$ cat src/rtl/vga_timing_gen_if.sv
// Video timing bundle: run enable in, sync/coordinate/strobe outputs back.
interface vga_timing_gen_if #(
  parameter int unsigned CW = 11
);
  logic          en;
  logic          h_sync;
  logic          v_sync;
  logic          de;
  logic [CW-1:0] x;
  logic [CW-1:0] y;
  logic          pix_tick;
  logic          line_start;
  logic          frame_start;

  // Timing generator side
  modport master (
    input  en,
    output h_sync, v_sync, de, x, y, pix_tick, line_start, frame_start
  );

  // Pixel pipeline side
  modport slave (
    output en,
    input  h_sync, v_sync, de, x, y, pix_tick, line_start, frame_start
  );
endinterface

$ cat src/rtl/vga_timing_gen.sv
// Parametrised VGA-style timing generator with integrated pixel-clock divider.
// All outputs are registered from the pre-increment counters, so every output
// carries the same 1-clk latency and describes the same pixel.
module vga_timing_gen #(
  parameter int unsigned H_PW    = 96,
  parameter int unsigned H_BP    = 48,
  parameter int unsigned H_DISP  = 640,
  parameter int unsigned H_FP    = 16,
  parameter int unsigned V_PW    = 2,
  parameter int unsigned V_BP    = 33,
  parameter int unsigned V_DISP  = 480,
  parameter int unsigned V_FP    = 10,
  parameter int unsigned H_POL   = 0,
  parameter int unsigned V_POL   = 0,
  parameter int unsigned CLK_DIV = 1,
  parameter int unsigned CW      = 11
) (
  input  logic              clk,
  input  logic              rst_n,
  vga_timing_gen_if.master  vga
);

  localparam int unsigned H_TOTAL = H_PW + H_BP + H_DISP + H_FP;
  localparam int unsigned V_TOTAL = V_PW + V_BP + V_DISP + V_FP;
  localparam int unsigned DW      = (CLK_DIV > 1) ? $clog2(CLK_DIV) : 1;

  localparam logic [DW-1:0] DIV_LAST   = DW'(CLK_DIV - 1);
  localparam logic [CW-1:0] H_LAST     = CW'(H_TOTAL - 1);
  localparam logic [CW-1:0] V_LAST     = CW'(V_TOTAL - 1);
  localparam logic [CW-1:0] H_SYNC_END = CW'(H_PW);
  localparam logic [CW-1:0] V_SYNC_END = CW'(V_PW);
  localparam logic [CW-1:0] H_DE_BEG   = CW'(H_PW + H_BP);
  localparam logic [CW-1:0] H_DE_END   = CW'(H_PW + H_BP + H_DISP);
  localparam logic [CW-1:0] V_DE_BEG   = CW'(V_PW + V_BP);
  localparam logic [CW-1:0] V_DE_END   = CW'(V_PW + V_BP + V_DISP);
  localparam logic          H_ACT      = (H_POL != 0);
  localparam logic          V_ACT      = (V_POL != 0);

  // Counter width must hold every position of both axes
  if ((2 ** CW) <= H_TOTAL || (2 ** CW) <= V_TOTAL) begin : g_cw_check
    $error("vga_timing_gen: CW too small for H_TOTAL/V_TOTAL");
  end
  if (CLK_DIV < 1) begin : g_div_check
    $error("vga_timing_gen: CLK_DIV must be at least 1");
  end

  logic [DW-1:0] div_cnt;
  logic [CW-1:0] h_cnt;
  logic [CW-1:0] v_cnt;
  logic          tick;
  logic          de_d;
  logic [CW-1:0] x_d;
  logic [CW-1:0] y_d;

  assign tick = vga.en && (div_cnt == DIV_LAST);

  // Pixel-clock divider; frozen while en is low
  always_ff @(posedge clk or negedge rst_n) begin
    if (!rst_n) begin
      div_cnt <= '0;
    end else if (vga.en) begin
      div_cnt <= tick ? '0 : div_cnt + 1'b1;
    end
  end

  // Raster position counters, advanced once per pixel period
  always_ff @(posedge clk or negedge rst_n) begin
    if (!rst_n) begin
      h_cnt <= '0;
      v_cnt <= '0;
    end else if (tick) begin
      if (h_cnt == H_LAST) begin
        h_cnt <= '0;
        v_cnt <= (v_cnt == V_LAST) ? '0 : v_cnt + 1'b1;
      end else begin
        h_cnt <= h_cnt + 1'b1;
      end
    end
  end

  // Active-region decode; coordinates forced to 0 outside it
  always_comb begin
    de_d = (h_cnt >= H_DE_BEG) && (h_cnt < H_DE_END) &&
           (v_cnt >= V_DE_BEG) && (v_cnt < V_DE_END);
    x_d  = de_d ? (h_cnt - H_DE_BEG) : '0;
    y_d  = de_d ? (v_cnt - V_DE_BEG) : '0;
  end

  // Output registers, loaded every clk from the current position and tick
  always_ff @(posedge clk or negedge rst_n) begin
    if (!rst_n) begin
      vga.h_sync      <= ~H_ACT;
      vga.v_sync      <= ~V_ACT;
      vga.de          <= 1'b0;
      vga.x           <= '0;
      vga.y           <= '0;
      vga.pix_tick    <= 1'b0;
      vga.line_start  <= 1'b0;
      vga.frame_start <= 1'b0;
    end else begin
      vga.h_sync      <= (h_cnt < H_SYNC_END) ? H_ACT : ~H_ACT;
      vga.v_sync      <= (v_cnt < V_SYNC_END) ? V_ACT : ~V_ACT;
      vga.de          <= de_d;
      vga.x           <= x_d;
      vga.y           <= y_d;
      vga.pix_tick    <= tick;
      vga.line_start  <= tick && (h_cnt == '0);
      vga.frame_start <= tick && (h_cnt == '0) && (v_cnt == '0);
    end
  end

endmodule

$ cat src/flat_wrapper.sv
// flat-port wrapper written by rule: the top's interface ports become plain ports
module vga_timing_gen_flat 
#(
  parameter int unsigned H_PW    = 96,
  parameter int unsigned H_BP    = 48,
  parameter int unsigned H_DISP  = 640,
  parameter int unsigned H_FP    = 16,
  parameter int unsigned V_PW    = 2,
  parameter int unsigned V_BP    = 33,
  parameter int unsigned V_DISP  = 480,
  parameter int unsigned V_FP    = 10,
  parameter int unsigned H_POL   = 0,
  parameter int unsigned V_POL   = 0,
  parameter int unsigned CLK_DIV = 1,
  parameter int unsigned CW      = 11
)
  (clk, rst_n, vga_en, vga_h_sync, vga_v_sync, vga_de, vga_x, vga_y, vga_pix_tick, vga_line_start, vga_frame_start);
  vga_timing_gen_if #(.CW(CW)) vga_i ();
  input  logic clk;
  input  logic rst_n;
  input wire logic [$bits(vga_i.en)-1:0] vga_en;
  output wire logic [$bits(vga_i.h_sync)-1:0] vga_h_sync;
  output wire logic [$bits(vga_i.v_sync)-1:0] vga_v_sync;
  output wire logic [$bits(vga_i.de)-1:0] vga_de;
  output wire logic [$bits(vga_i.x)-1:0] vga_x;
  output wire logic [$bits(vga_i.y)-1:0] vga_y;
  output wire logic [$bits(vga_i.pix_tick)-1:0] vga_pix_tick;
  output wire logic [$bits(vga_i.line_start)-1:0] vga_line_start;
  output wire logic [$bits(vga_i.frame_start)-1:0] vga_frame_start;
  assign vga_i.en = vga_en;
  assign vga_h_sync = vga_i.h_sync;
  assign vga_v_sync = vga_i.v_sync;
  assign vga_de = vga_i.de;
  assign vga_x = vga_i.x;
  assign vga_y = vga_i.y;
  assign vga_pix_tick = vga_i.pix_tick;
  assign vga_line_start = vga_i.line_start;
  assign vga_frame_start = vga_i.frame_start;
  vga_timing_gen #(.H_PW(H_PW), .H_BP(H_BP), .H_DISP(H_DISP), .H_FP(H_FP), .V_PW(V_PW), .V_BP(V_BP), .V_DISP(V_DISP), .V_FP(V_FP), .H_POL(H_POL), .V_POL(V_POL), .CLK_DIV(CLK_DIV), .CW(CW)) u_core (.clk(clk), .rst_n(rst_n), .vga(vga_i));
endmodule
$ cat config.mk
export PLATFORM = sky130hd
export DESIGN_NAME = vga_timing_gen_flat
export DESIGN_NICKNAME = d
export VERILOG_FILES = /design/src/rtl/vga_timing_gen_if.sv /design/src/rtl/vga_timing_gen.sv /design/src/flat_wrapper.sv
export SDC_FILE = /design/constraint.sdc
export NUM_CORES = 1
export LEC_CHECK = 0
export CAP_MARGIN = 20
export CORE_MARGIN = 2
export CORE_UTILIZATION = 50
export DETAILED_ROUTE_END_ITERATION = 12
export PLACE_DENSITY = 0.72
export SYNTH_ARGS = -nofsm -noshare
export SYNTH_HDL_FRONTEND = slang
export SYNTH_SLANG_ARGS = --single-unit
$ cat constraint.sdc
create_clock -name clk -period 1.8 [get_ports clk]
set_input_delay 0.18 -clock clk [delete_from_list [all_inputs] [get_ports clk]]
set_output_delay 0.18 -clock clk [all_outputs]
set_load 0.03 [all_outputs]
==> flow_metrics.env <==
export IMPL_min_period_over_period_pct=98.1
export IMPL_synth_top_cell_by_area="dfrtp_1"
export IMPL_fmax_mhz=567
export IMPL_hold_violations=0
export IMPL_antenna_cells=0
export IMPL_rsz0062_at_grt="yes"
export IMPL_grt_max_degree=36
export IMPL_critical_path_reg2reg_endpoint="u_core.vga.y[2]"
export IMPL_dieArea_um2=5770
export IMPL_status="complete, no violations"
export IMPL_cts_made_buffers=5
export IMPL_overflow=0
export IMPL_syn_nets=261
export IMPL_maxCapViolCount=0
export IMPL_path_clk_slew_ps=90
export IMPL_synth_enable_flop_cells=0
export IMPL_core_um2=5040
export IMPL_area_growth_pct=29.5
export IMPL_routed_wl_um=5390
export IMPL_synth_top_cells_by_area="dfrtp_1, nor3_2, ha_1"
export IMPL_startpoint_type="flip-flop"
export IMPL_placed_cell_area_um2=3200
export IMPL_ys_ff_latch=51
export IMPL_reg2reg_slack_ps=30
export IMPL_cts_sink_count=51
export IMPL_yosysUniqueCellTypes=46
export IMPL_synth_commonest_cells="dfrtp_1, nand2_1, nor3_2, nor2_1, o21ai_0"
export IMPL_slew_headroom_pct=71.8
export IMPL_htreeDepth=2
export IMPL_dp_final_hpwl_um=4070
export IMPL_antenna_found_initial=0
export IMPL_fin_nets=320
export IMPL_portBuffers=30
export IMPL_yosysMostFrequentCell="dfrtp_1"
export IMPL_clockRootBuffer="clkbuf_8"
export IMPL_skew_ps=6.65
export IMPL_rows=26
export IMPL_chipWidth_um=76.0
export IMPL_clk_latency_ps=290
export IMPL_grt_pass1_vias=1943
export IMPL_ys_seq_area_share_pct=49.4
export IMPL_vias=2049
export IMPL_ir_drop_uv=557
export IMPL_drive_gt1_share_pct=26.8
export IMPL_synth_top_area_share_pct=47.3
export IMPL_setup_viol=0
export IMPL_drt_antenna_violating_nets=0
export IMPL_setup_tns_ps=0
export IMPL_grtUsageTotal_pct=18.9
export IMPL_worst_r2r_path_depth=5
export IMPL_die_h_um=76.0
export IMPL_final_min_clock_period_ps=1770
export IMPL_wl_per_cell_um=14.2
export IMPL_ioPinCount=31
export IMPL_drt_iter0_markers=111
export IMPL_ys_flop_type="dfrtp_1"
export IMPL_avgSynthCellArea_um2=10.4
export IMPL_initial_utilization_pct=51.4
export IMPL_syn_area_um2=2590
export IMPL_synth_async_reset_ratio_pct=100
export IMPL_firstDrtPassIters=4
export IMPL_tightest_slew_ps=424
export IMPL_critPathRequiredTime_ps=2000
export IMPL_fin_area_um2=3350
export IMPL_drv_slew=0
export IMPL_cts_tree="yes"
export IMPL_p_per_area_nw_per_um2=902
export IMPL_nFillCells=400
export IMPL_critPathArrivalTime_ps=1970
export IMPL_reg2reg_from="u_core.h_cnt[5]"
export IMPL_syn_inst=250
export IMPL_synth_warnings=0
export IMPL_avgViaCountPerCell=5.39
export IMPL_min_path_type="input pin to async pin"
export IMPL_clk_path_buf_depth=2
export IMPL_p_leak_nw=1.48
export IMPL_drc=0
export IMPL_post_route_util_pct=66.5
export IMPL_timing_critical_path_to_type="flip-flop"
export IMPL_critPathMaxFanout=8
export IMPL_grt_pass1_wl_um=8910
export IMPL_gp_congestion=0.840
export IMPL_path_class="flip-flop to flip-flop"
-- cells in the final DEF, fill, tap and decap left out, types with 6 or more instances in the layout --
cell | Yosys | routed
dfrtp_1 | 49 | 47
buf_4 | 0 | 31
clkdlybuf4s50_1 | 0 | 29
nand2_1 | 25 | 25
nor3_2 | 18 | 17
nor2_1 | 13 | 13
o21ai_0 | 13 | 13
inv_1 | 12 | 11
xnor2_1 | 11 | 11
nand3_1 | 8 | 8
nand4_1 | 7 | 7
ha_1 | 8 | 7
nor3_1 | 8 | 6
o31ai_1 | 6 | 6
-- cells by family (layout without fill, tap and decap cells) --
group | after synthesis | count (layout) | synth area share, %
AOI/OAI and AO/OA | 39 | 39 | 10.3
xor gates and xnor gates | 15 | 15 | 5.07
adders and majority gates | 8 | 8 | 3.86
buffers and inverters | 30 | 90 | 5.55
DFF | 51 | 51 | 49.4
muxes | 1 | 1 | 0.435
and+or+nand+nor | 106 | 106 | 25.4
-- power breakdown --
group	switching [W]	internal (W)	total, W
logic	0.000552	0.000487	0.00104
clock network	0.000336	0.000273	0.000609
registers	0.0000812	0.00129	0.00138
-- repair_timing --
item / in CTS / in global routing
setup buffers: 0 / 0
hold endpoints to repair: 15 / 0
pin swaps: 1 / 2
hold buffers: 1 / 0
endpoints found under the setup margin: 4 / 28
gates resized for setup: 2 / 14
cloned: 0 / 1
-- worst max-delay path, cell delays in order (launching register included) --
cell	delay, ps
dfrtp_1	410
or4_4	550
a211oi_2	220
o21ai_2	140
buf_6	180
nor3_2	180
-- stage by stage --
step           hold WS (ps)  total power (W)  worst slack [ps]  instances
2_1_floorplan          -116          0.00197             -3.42        250
3_3_place_gp            140          0.00239              13.1        370
3_5_place_dp            140          0.00240             -7.62        370
4_1_cts                 360          0.00301             0.894        379
5_1_grt                 379          0.00319             -19.6        380
6_report                357          0.00302              34.9        380
-- registers in the layout (all words and copies together) (netlist names) --
register / cells
u_core.v_cnt: 11
u_core.vga.h_sync: 1
u_core.vga.pix_tick: 1
u_core.vga.frame_start: 1
u_core.vga.y: 11
u_core.vga.line_start: 1
u_core.div_cnt: 1
u_core.h_cnt: 11
u_core.vga.v_sync: 1
u_core.vga.de: 1
u_core.vga.x: 11
-- how the worst max path moves through the flow --
stage | from | slack (ps) | end | depth (start not counted)
6_report | u_core.h_cnt[5] | 30 | u_core.vga.y[2] | 5
5_1_grt | u_core.v_cnt[0] | -20 | u_core.vga.y[9] | 4
4_1_cts | u_core.h_cnt[5] | 0.9 | u_core.vga.y[10] | 5
3_5_place_dp | u_core.h_cnt[4] | -8 | u_core.v_cnt[7] | 5
3_3_place_gp | u_core.h_cnt[4] | 10 | u_core.v_cnt[8] | 5
2_1_floorplan | u_core.h_cnt[6] | -3 | u_core.vga.x[9] | 6
-- routing by layer --
layer | share of wire [%] | up-vias | GRT usage [%]
met5 | 0 | - | 0
met4 | 0.54 | 0 | 5.64
met3 | 4.3 | 2 | 2.84
met2 | 48 | 55 | 30.4
met1 | 48 | 994 | 26.8
li1 | - | 998 | -
-- cell type report --
cell class,instances,area [um2],share of cell area (%)
clock buffers,7,76.3,2.28
clock inverters,1,5.00,0.149
inverters,13,48.8,1.46
multi-input cells,169,1230,36.6
flip-flops and latches,51,1280,38.2
well taps,70,87.6,2.61
repair buffers,69,628,18.7
Note: power is estimated with default switching activity, not from simulation.
